===== src/rtl/if_bpu_pkg.sv =====
// Shared decode constants, FSM encoding and helpers for the fetch-stage branch predictor.
package if_bpu_pkg;
    localparam logic [6:0] OPC_JAL    = 7'h6F;
    localparam logic [6:0] OPC_JALR   = 7'h67;
    localparam logic [6:0] OPC_BRANCH = 7'h63;

    localparam logic [4:0] LINK_RA = 5'd1;
    localparam logic [4:0] LINK_T0 = 5'd5;

    typedef enum logic {
        IDLE,
        WAIT_RS1
    } bpu_state_e;

    function automatic logic is_link(input logic [4:0] idx);
        return (idx == LINK_RA) || (idx == LINK_T0);
    endfunction
endpackage


===== src/rtl/if_ras.sv =====
// Circular return-address stack: overflow overwrites the oldest entry, underflow pops are ignored.
module if_ras #(
    parameter int XLEN      = 32,
    parameter int RAS_DEPTH = 4
) (
    input  logic            clk,
    input  logic            rst_n,
    input  logic            clr,
    input  logic            push,
    input  logic            pop,
    input  logic [XLEN-1:0] wdata,
    output logic [XLEN-1:0] top,
    output logic            empty
);
    localparam int PW = $clog2(RAS_DEPTH);

    logic [XLEN-1:0] stack [RAS_DEPTH];
    logic [PW-1:0]   wptr;
    logic [PW:0]     count;
    logic            do_pop;

    assign do_pop = pop && (count != '0);
    assign empty  = (count == '0);
    assign top    = stack[wptr - PW'(1)];

    always_ff @(posedge clk) begin
        if (!rst_n || clr) begin
            wptr  <= '0;
            count <= '0;
        end else if (push && !do_pop) begin
            wptr <= wptr + PW'(1);
            if (count != (PW+1)'(RAS_DEPTH))
                count <= count + (PW+1)'(1);
        end else if (do_pop && !push) begin
            wptr  <= wptr - PW'(1);
            count <= count - (PW+1)'(1);
        end
    end

    // Pop+push collapses into an in-place overwrite of the top entry.
    always_ff @(posedge clk) begin
        if (rst_n && !clr && push) begin
            if (do_pop)
                stack[wptr - PW'(1)] <= wdata;
            else
                stack[wptr] <= wdata;
        end
    end
endmodule


===== src/rtl/if_bpu.sv =====
// Fetch-stage static predictor: mini-decode, BTFN branches, RAS-backed returns, rs1 wait for jalr.
module if_bpu
    import if_bpu_pkg::*;
#(
    parameter int XLEN      = 32,
    parameter int RAS_DEPTH = 4,
    parameter bit BTFN_EN   = 1'b1
) (
    input  logic            clk,
    input  logic            rst_n,
    input  logic            if_valid_i,
    output logic            if_ready_o,
    input  logic [XLEN-1:0] pc_i,
    input  logic [31:0]     instr_i,
    input  logic            rs1_busy_i,
    output logic [4:0]      rf_rs1_idx_o,
    input  logic [XLEN-1:0] rf_rs1_rdata_i,
    input  logic            flush_i,
    output logic            pred_valid_o,
    output logic            pred_taken_o,
    output logic [XLEN-1:0] pred_pc_o
);
    bpu_state_e state, state_n;

    logic [6:0]        opcode;
    logic [4:0]        rd, rs1;
    logic              is_jal, is_jalr, is_br, rd_link, rs1_link;
    logic signed [31:0] imm32;
    logic [XLEN-1:0]   imm, pc4;
    logic [XLEN-1:0]   held_imm;
    logic [4:0]        held_rs1;

    logic              upd, taken_n;
    logic [XLEN-1:0]   target_n;
    logic              ras_push, ras_pop, ras_empty;
    logic [XLEN-1:0]   ras_top;

    assign opcode   = instr_i[6:0];
    assign rd       = instr_i[11:7];
    assign rs1      = instr_i[19:15];
    assign is_jal   = (opcode == OPC_JAL);
    assign is_jalr  = (opcode == OPC_JALR);
    assign is_br    = (opcode == OPC_BRANCH);
    assign rd_link  = is_link(rd);
    assign rs1_link = is_link(rs1);

    always_comb begin
        if (is_jal)
            imm32 = {{12{instr_i[31]}}, instr_i[19:12], instr_i[20], instr_i[30:21], 1'b0};
        else if (is_br)
            imm32 = {{20{instr_i[31]}}, instr_i[7], instr_i[30:25], instr_i[11:8], 1'b0};
        else
            imm32 = {{20{instr_i[31]}}, instr_i[31:20]};
    end

    assign imm = XLEN'(imm32);
    assign pc4 = pc_i + XLEN'(4);

    assign if_ready_o   = (state == IDLE);
    assign rf_rs1_idx_o = (state == WAIT_RS1) ? held_rs1 : rs1;

    always_comb begin
        state_n  = state;
        upd      = 1'b0;
        taken_n  = 1'b0;
        target_n = pc4;
        ras_push = 1'b0;
        ras_pop  = 1'b0;
        if (flush_i) begin
            state_n = IDLE;
        end else if (state == WAIT_RS1) begin
            if (!rs1_busy_i) begin
                upd      = 1'b1;
                taken_n  = 1'b1;
                target_n = (rf_rs1_rdata_i + held_imm) & ~XLEN'(1);
                state_n  = IDLE;
            end
        end else if (if_valid_i) begin
            if (is_jal) begin
                upd      = 1'b1;
                taken_n  = 1'b1;
                target_n = pc_i + imm;
                ras_push = rd_link;
            end else if (is_br) begin
                upd      = 1'b1;
                taken_n  = BTFN_EN && imm[XLEN-1];
                target_n = taken_n ? pc_i + imm : pc4;
            end else if (is_jalr) begin
                ras_push = rd_link;
                // A call through the same link register keeps the current return address.
                ras_pop  = rs1_link && !(rd_link && rd == rs1);
                if (rs1_link && !ras_empty) begin
                    upd      = 1'b1;
                    taken_n  = 1'b1;
                    target_n = ras_top;
                end else if (rs1 == 5'd0) begin
                    upd      = 1'b1;
                    taken_n  = 1'b1;
                    target_n = imm & ~XLEN'(1);
                end else if (!rs1_busy_i) begin
                    upd      = 1'b1;
                    taken_n  = 1'b1;
                    target_n = (rf_rs1_rdata_i + imm) & ~XLEN'(1);
                end else begin
                    state_n = WAIT_RS1;
                end
            end else begin
                upd = 1'b1;
            end
        end
    end

    always_ff @(posedge clk) begin
        if (!rst_n) begin
            state        <= IDLE;
            held_imm     <= '0;
            held_rs1     <= '0;
            pred_valid_o <= 1'b0;
            pred_taken_o <= 1'b0;
            pred_pc_o    <= '0;
        end else begin
            state        <= state_n;
            pred_valid_o <= upd;
            if (upd) begin
                pred_taken_o <= taken_n;
                pred_pc_o    <= target_n;
            end
            if (state == IDLE && state_n == WAIT_RS1) begin
                held_imm <= imm;
                held_rs1 <= rs1;
            end
        end
    end

    if_ras #(.XLEN(XLEN), .RAS_DEPTH(RAS_DEPTH)) u_ras (
        .clk   (clk),
        .rst_n (rst_n),
        .clr   (flush_i),
        .push  (ras_push),
        .pop   (ras_pop),
        .wdata (pc4),
        .top   (ras_top),
        .empty (ras_empty)
    );
endmodule


===== config.mk =====
export PLATFORM = sky130hd
export DESIGN_NAME = if_bpu
export DESIGN_NICKNAME = d
export VERILOG_FILES = /design/src/rtl/if_bpu_pkg.sv /design/src/rtl/if_ras.sv /design/src/rtl/if_bpu.sv
export SDC_FILE = /design/constraint.sdc
export NUM_CORES = 1
export LEC_CHECK = 0
export ABC_AREA = 0
export CELL_PAD_IN_SITES_DETAIL_PLACEMENT = 0
export CELL_PAD_IN_SITES_GLOBAL_PLACEMENT = 1
export CORE_ASPECT_RATIO = 1.4
export CORE_UTILIZATION = 40
export CTS_BUF_LIST = sky130_fd_sc_hd__clkbuf_16
export DETAILED_ROUTE_END_ITERATION = 7
export PLACE_DENSITY_LB_ADDON = 0.1
export SLEW_MARGIN = 0
export SYNTH_ARGS = -nofsm -noshare
export SYNTH_HDL_FRONTEND = slang
export SYNTH_SLANG_ARGS = --single-unit

===== constraint.sdc =====
create_clock -name clk -period 5.1 [get_ports clk]
set_input_delay 0.51 -clock clk [delete_from_list [all_inputs] [get_ports clk]]
set_output_delay 0.51 -clock clk [all_outputs]
set_load 0.01 [all_outputs]

==> results of run 1 <==
## synth_stat cells, drive strengths merged (32+ instances only)
| cell | instances |
|---|---|
| xnor2 | 70 |
| nand3 | 49 |
| nor2 | 105 |
| clkbuf | 53 |
| mux4 | 32 |
| dfxtp | 66 |
| xor2 | 34 |
| nand2 | 191 |
| a21o | 39 |
| ha | 95 |
| a21oi | 145 |
| edfxtp | 128 |
| o21ai | 102 |
| inv | 32 |
## stage by stage
stage	setup WS, ps	TNS (ps)
after floorplan	-314	-20090
after global placement	82.4	0
after detailed placement	-57.2	-57.2
after CTS	438	0
after global routing	21.8	0
final	362	0
## layout make-up
| type | count | share of cell area (%) |
|---|---|---|
| flip-flops and latches | 194 | 29.9 |
| clock inverters | 14 | 1.03 |
| well taps | 462 | 3.34 |
| clock buffers | 17 | 2.46 |
| repair buffers | 196 | 10.6 |
| multi-input cells | 1283 | 52.0 |
| inverters | 33 | 0.716 |
## power groups by stage
stage / Clock [uW] / Combinational (uW) / Sequential [uW]
floorplan: 0 / 572 / 1740
global placement: 0 / 946 / 1740
detailed placement: 0 / 943 / 1740
CTS: 1460 / 950 / 1700
global route: 1510 / 1040 / 1700
finish: 1440 / 965 / 1700
## per-layer routing
layer  share of wire [%]  routed length, um  track usage [%]  vias to the layer above
met1                  44              25300             41.0                     6595
met3                 4.9               2830             2.90                      123
met5                   0                  0                0                        -
met4                 4.8               2750             14.5                        0
li1                    -                  -                -                     6328
met2                  46              26500             49.2                      527
## state kept, by name (all words and copies together) (netlist names)
signal        cells
held_imm         21
u_ras.wptr        2
u_ras.count       3
pred_taken_o      1
pred_valid_o      1
state             1
pred_pc_o        32
u_ras.stack     128
held_rs1          5
## kinds of logic after synthesis
family / Yosys count / synth area share (%)
buf+inv: 103 / 3.56
compound gates: 525 / 23.9
fa+ha+maj: 99 / 8.66
flops: 194 / 35.2
mux: 48 / 6.05
xor+xnor: 104 / 6.27
simple gates: 507 / 16.3
## worst reg2reg max path, cell delays in order (launching register included)
cell	delay, ps
dfxtp_1	340
clkinv_1	470
nand2_1	590
nor2_1	220
nand4_1	340
and2_1	290
a21oi_1	110
nor2_2	290
buf_4	450
## final timing paths
path | from | endpoint | slack [ps] | cells past startpoint
setup / recovery | instr_i[5] | pred_pc_o[30] | 360 | 18
hold / removal | held_rs1[1] | held_rs1[1] | 460 | 2
setup reg to reg | state | u_ras.stack[1][29] | 1620 | 8
hold reg to reg | held_rs1[1] | held_rs1[1] | 460 | 2
==> results.txt, run 1 <==
The library cells used most frequently in the layout, excluding fill and tap cells, are nand2_1, a21oi_1, clkdlybuf4s50_1, edfxtp_1, nor2_1. The half-perimeter wire length of the detailed placement result came out at 45700 um. The internal portion of the total power is 2800 uW.

At the end of routability-driven placement, the weighted congestion stood at 0.934. The die span in y is 228 um. The final net count came out at 1925.

At the later pin of the worst-skew pair, clock insertion delay measures 470 ps. The count of final setup violators came out at 0. Compared with the post-synthesis result, the final layout area differs by 18.0%.

The most used flip-flop cell after synthesis is edfxtp_1. The fraction of the yosys area taken by sequential cells is 35.2%. The number of antenna violations at the first check in global routing is 0. The first detailed-routing pass took 5 iterations. The count of placed standard cells in the final layout, fillers left out came out at 2199. STA classifies the critical path startpoint as an input pin. The antenna diode count is 0. The path class of the tightest hold or removal check is register to register. In this run the power density over the cells is 237 nW/um2. The sequential cell area is 5170 um2. The number of top-level pins came out at 141. The net count after synthesis is 1780.

The total overflow left after global routing is 0. The flow ran to the end, and the final reports show no timing, DRC or antenna violations. The per-instance average area after synthesis came out at 9.28 um2. The area share of the largest cell type after synthesis is 26.2%.

The number of core rows is 82. The largest total area in the synthesized netlist belongs to edfxtp_1. The combinational share of power came out at 23.5%. The worst setup path category is input pin to register. The final standard cell utilization of the core came out at 48.2%. The total of fill cells in the finished design is 3530. The floorplan step defined a core boundary enclosing 35900 um2. TritonCTS built the clock tree. The final period demand of the worst path is 4740 ps. The die width came out at 164 um.

The placed instance count came out at 2168. The post-route worst hold slack is 465 ps. The post-detailed-placement cell area is 16700 um2.

The kind of end point of the critical path is a register. The maximum ir drop on the vdd rail came out at 0.218 mV. For this run, design rule violations remaining after detail routing come to 0. The number of storage elements in the synthesis netlist came out at 194. Entering global routing, the biggest net connects 36 pins. Synthesis handed over a netlist of 1580 instances.

The cell that appears most often on the critical path is nand2_1. The routed via count divided by cell count is 6.17. The proportion of power drawn by flip-flops and latches came out at 41.5%. The headroom to the max-slew limit is 41.4%. For the pin with the worst max-slew slack, the measured transition is 876 ps.

The post-cts resize count came out at 0. The number of nets with antenna violations after routing is 0. The share of synthesized flip-flops with an asynchronous set or reset came out at 0%. The final number of max-transition violations came out at 0. Global routing used 30.6% of the available tracks. The total number of H-tree levels came out at 4. The routed layout has 13.6k vias. The share of total power consumed by net switching came out at 31.9%. The data required time of the worst path is 5430 ps. The leakage power of the design came out at 0.00638 uW. The fraction of layout cells with a size suffix above 1 came out at 9.04%.

The part of the power in the clock network is 35.0%. The netlist area before placement is 14700 um2. The count of endpoints failing hold in the final timing report came to 0.

The number of input and output port buffers inserted is 140. The maximum root-to-sink buffer count is 2. The slowest stage of the critical path is the clkdlybuf4s50_1 cell. The routed wire length per instance is 26.1 um.

The post-CTS setup buffer count came out at 0. After layout, the worst path uses 92.9% of the clock period. The signal on the critical path passes through clkdlybuf4s50_1, and4b_1, buf_4, and3_1, nand2_1, nand2_1, nand2_1, ha_1, and3_1, a22o_1, or3_1, o22a_1, a211o_1, a41oi_1, o21ai_0, xor2_1, a221oi_1, a211oi_1. Setup repair after global routing left no endpoint under its margin. The post-CTS clock slew at the launch and capture registers of the worst setup and hold paths is 90 ps.

The final routed wirelength across all metal layers is 57400 um. Counting both buffers and inverters, the worst setup path holds a total of 2. Yosys attributes the largest share of cell area to edfxtp_1, dfxtp_1, ha_1. Between clock sinks in the finished design, the worst skew comes to 20.3 ps. The die area is 37400 um2. For this block, the initial DRC count from the detailed router was 1160. The area used by multi-input combinational logic came out at 8990 um2. The tree is rooted in a clkbuf_16. The top fanout value on the critical path came out at 10. The initial core utilization is 40.8%. The clock sink count came out at 194. The switching power is 1310 uW. The first global-routing pass estimated 83300 um of wire. The number of max-cap violations came out at 0. The number of global-route vias before repair is 13.1k. TritonCTS created 17 clock buffers. The post-route cell area came out at 17300 um2. Leaving out fill and tap cells, the most frequent cell in the layout is nand2_1. Derived from the worst setup path, the maximum achievable clock frequency is 211 MHz. After clock tree synthesis, the flow added hold-fix buffers numbering 0. On the critical path the largest part of the delay comes from simple AND/OR/NAND/NOR gates. In this design, the stage delay of the slowest critical-path cell is 450 ps. For this run, the number of Yosys warnings is 0. Counting distinct cell types in the post-synthesis netlist gives 95.

The critical path arrival came out at 5070 ps. The number of flops mapped to enable cells by yosys came out at 128. The total chip power is 4110 uW.
Power figures use the tool's default switching activity.
==> inputs of run 2 (changes only) <==
- CORE_ASPECT_RATIO: 1.4 -> not set
==> run 2 against run 1 <==
The run now ends with design-rule violations left. Via count decreased by 0.30%. Cell count barely moved. Worst setup slack better by 4.9 ps. Count of clock-buffer cells in the layout did not move. Critical path type unchanged. Largest cell class unchanged.
==> results.txt, run 2 (same netlist as run 1, synthesis figures left out) <==
The clock network latency to the later pin of the worst-skew pair was 460 ps (about the same). The register with the highest flop count is u_ras.stack. The slew at the pin closest to its max-slew limit is 965 ps (+89.4 ps). The number of iterations in the first detailed-routing pass came out at 7 (+2).

The flip-flop count of the largest register after layout is 128 (unchanged). The remaining global-route overflow came out at 0 (unchanged). The count of hold-fix buffers inserted at cts came out at 0 (unchanged). The fraction of layout cells with a size suffix above 1 came to 8.87% (-0.17 points). The number of global-route vias before repair came out at 13.2k (+0.15%). TritonCTS built the clock tree. The total number of H-tree levels is 4 (unchanged). The remaining routing DRC violations is 6 (+6). The wire length of the first global-routing pass is 84000 um (+0.88%).

The number of core rows came out at 69 (-16%). The final number of max-transition violations is 0 (unchanged). The final reports fail on design-rule violations. The data required time of the worst path came out at 5440 ps (about the same).

The final routed wirelength across all metal layers came out at 57200 um (-0.28%). The number of max-cap violations is 0 (unchanged). The layout overhead on the synthesized area came out at 17.8%. The kind of end point of the critical path is a register. The final weighted congestion in routability-driven placement is 0.915 (-2.0%). The clock sink count is 194 (unchanged). On the critical path the largest part of the delay comes from compound AO/OA/AOI/OAI gates. The post-CTS clock slew at the launch and capture registers of the worst setup and hold paths is 80 ps (about the same). The critical path arrival came out at 5080 ps (about the same). Setup repair after global routing left no endpoint under its margin. The critical path in this run is classified as input pin to register. The number of nets with antenna violations after routing is 0 (unchanged). The portion of the clock cycle consumed by the worst path in the final layout came out at 92.8% (-0.096 points).

The total of fill cells in the finished design is 3500 (-0.85%). The slowest cell on the critical path is clkdlybuf4s50_1. The area of the core is 35800 um2 (-0.23%). The number of top-level pins is 141 (unchanged). The count of endpoints failing hold in the final timing report is 0 (unchanged).

Walking the worst path, the cells encountered are clkdlybuf4s50_1, and4b_1, buf_4, and3_1, nand2_1, nand2_1, nand2_1, ha_1, a21oi_1, o21ai_0, a41oi_1, o31ai_1, buf_4, a2111o_1, o211ai_1, o21ai_0, a2111o_1, o21ai_0, o22ai_1. The library cell used most frequently in the layout, excluding fill and tap cells, is nand2_1. The maximum ir drop on the vdd rail is 0.242 mV (+11%). The leakage power of the design is 0.00637 uW (-0.19%). The upper clock frequency limit was 211 MHz (+0.10%). The routed via count divided by cell count came to 6.16 (-0.26%). The maximum single-stage delay on the critical path came out at 450 ps (about the same).

The die width was 193 um (+18%). The number of input and output port buffers inserted is 140 (unchanged). The maximum root-to-sink buffer count came to 2 (unchanged).

The number of antenna violations at the first check in global routing came out at 2 (+2). The final period demand of the worst path came out at 4730 ps (-4.91 ps). The pin count of the biggest net entering global routing was 41 (+14%). The worst path buffer plus inverter count was 3 (+1). The headroom to the max-slew limit came out at 35.2% (-6.2 points). The worst setup path is launched from an input pin. The min-delay analysis places its worst path in the category register to register. The die area came to 37400 um2 (about the same). The die span in y came out at 193 um (-15%). The post-CTS setup buffer count is 0 (unchanged).

The initial core utilization came to 40.9% (+0.093 points). Clock tree synthesis selected as its root buffer the cell clkbuf_16. The number of vias in the routed layout came out at 13.5k (-0.30%). The top fanout value on the critical path was 10 (unchanged).

The final standard cell utilization of the core came to 48.2% (about the same). The power per unit of standard cell area was 235 nW/um2 (-0.90%). The half-perimeter wire length of the detailed placement result is 45100 um (-1.3%). The routed wire length per instance came out at 26.0 um (-0.24%).

The count of final setup violators is 0 (unchanged). The global router's overall resource usage came out at 30.4% (-0.25 points). The final net count is 1923 (-0.10%). In the final layout, the registers with the most flip-flops are u_ras.stack x128, pred_pc_o x32, held_imm x21. The worst clock skew is 23.2 ps (+2.82 ps). The post-cts resize count came out at 0 (unchanged). The number of buffers added by the clock tree synthesis step was 17 (unchanged).

The top cell types in the final layout, fill and taps aside, are nand2_1, a21oi_1, clkdlybuf4s50_1, edfxtp_1, nor2_1. The DRC violation total after the first TritonRoute iteration is 1255 (+8.2%). The post-route setup TNS is 0 ps (unchanged).

The run finished, with violations left.
==> run 2: layer usage <==
metal	up-vias	share of wire [%]	wire length, um	global-route usage, %
met1	6558	43	24400	40.0
li1	6324	-	-	-
met4	0	3.3	1870	10.4
met5	-	0	0	0
met3	95	6.3	3580	4.15
met2	555	48	27400	51.1
==> run 2: worst paths after layout <==
| kind | startpoint | to | slack, ps | cells after the start |
|---|---|---|---|---|
| min reg2reg | held_rs1[0] | held_rs1[0] | 470 | 2 |
| max reg2reg | held_imm[20] | pred_pc_o[30] | 1560 | 10 |
| min | held_rs1[0] | held_rs1[0] | 470 | 2 |
| max | instr_i[5] | pred_pc_o[31] | 370 | 19 |
==> run 2: area by class of cell <==
class,instances,area [um2],area share [%]
antenna,1,2.50,0.0145
inverter,33,124,0.717
tap,461,577,3.34
multi-input combinational,1283,8990,52.1
clock buffer,17,425,2.46
sequential,194,5170,29.9
timing repair buffer,194,1810,10.5
clock inverter,15,164,0.949
==> run 2: per-stage QoR <==
stage / instances / cell area [um2] / power [uW] / setup slack [ps] / hold WS [ps]
floorplan: 1580 / 14700 / 2310 / -314 / 440
global placement: 2165 / 16700 / 2680 / 105 / 443
detailed placement: 2165 / 16700 / 2680 / 44.3 / 459
CTS: 2197 / 17300 / 4080 / 525 / 470
global route: 2198 / 17300 / 4210 / 114 / 488
finish: 2198 / 17300 / 4060 / 367 / 468
==> run 2: power breakdown <==
group	leakage (uW)	internal (uW)	switching (uW)	total (uW)
logic	0.00439	394	562	956
clock network	0.000294	698	702	1400
registers	0.00169	1690	16.4	1700
==> run 2: worst register-to-register path, delay by kind of cell (launching register included) <==
| kind | cells | cell delay (ps) |
|---|---|---|
| adder cells (fa/ha/maj) | 1 | 320 |
| AO/OA/AOI/OAI | 6 | 1580 |
| flip-flops | 1 | 670 |
| AND/OR/NAND/NOR | 2 | 570 |
| multiplexers | 1 | 300 |
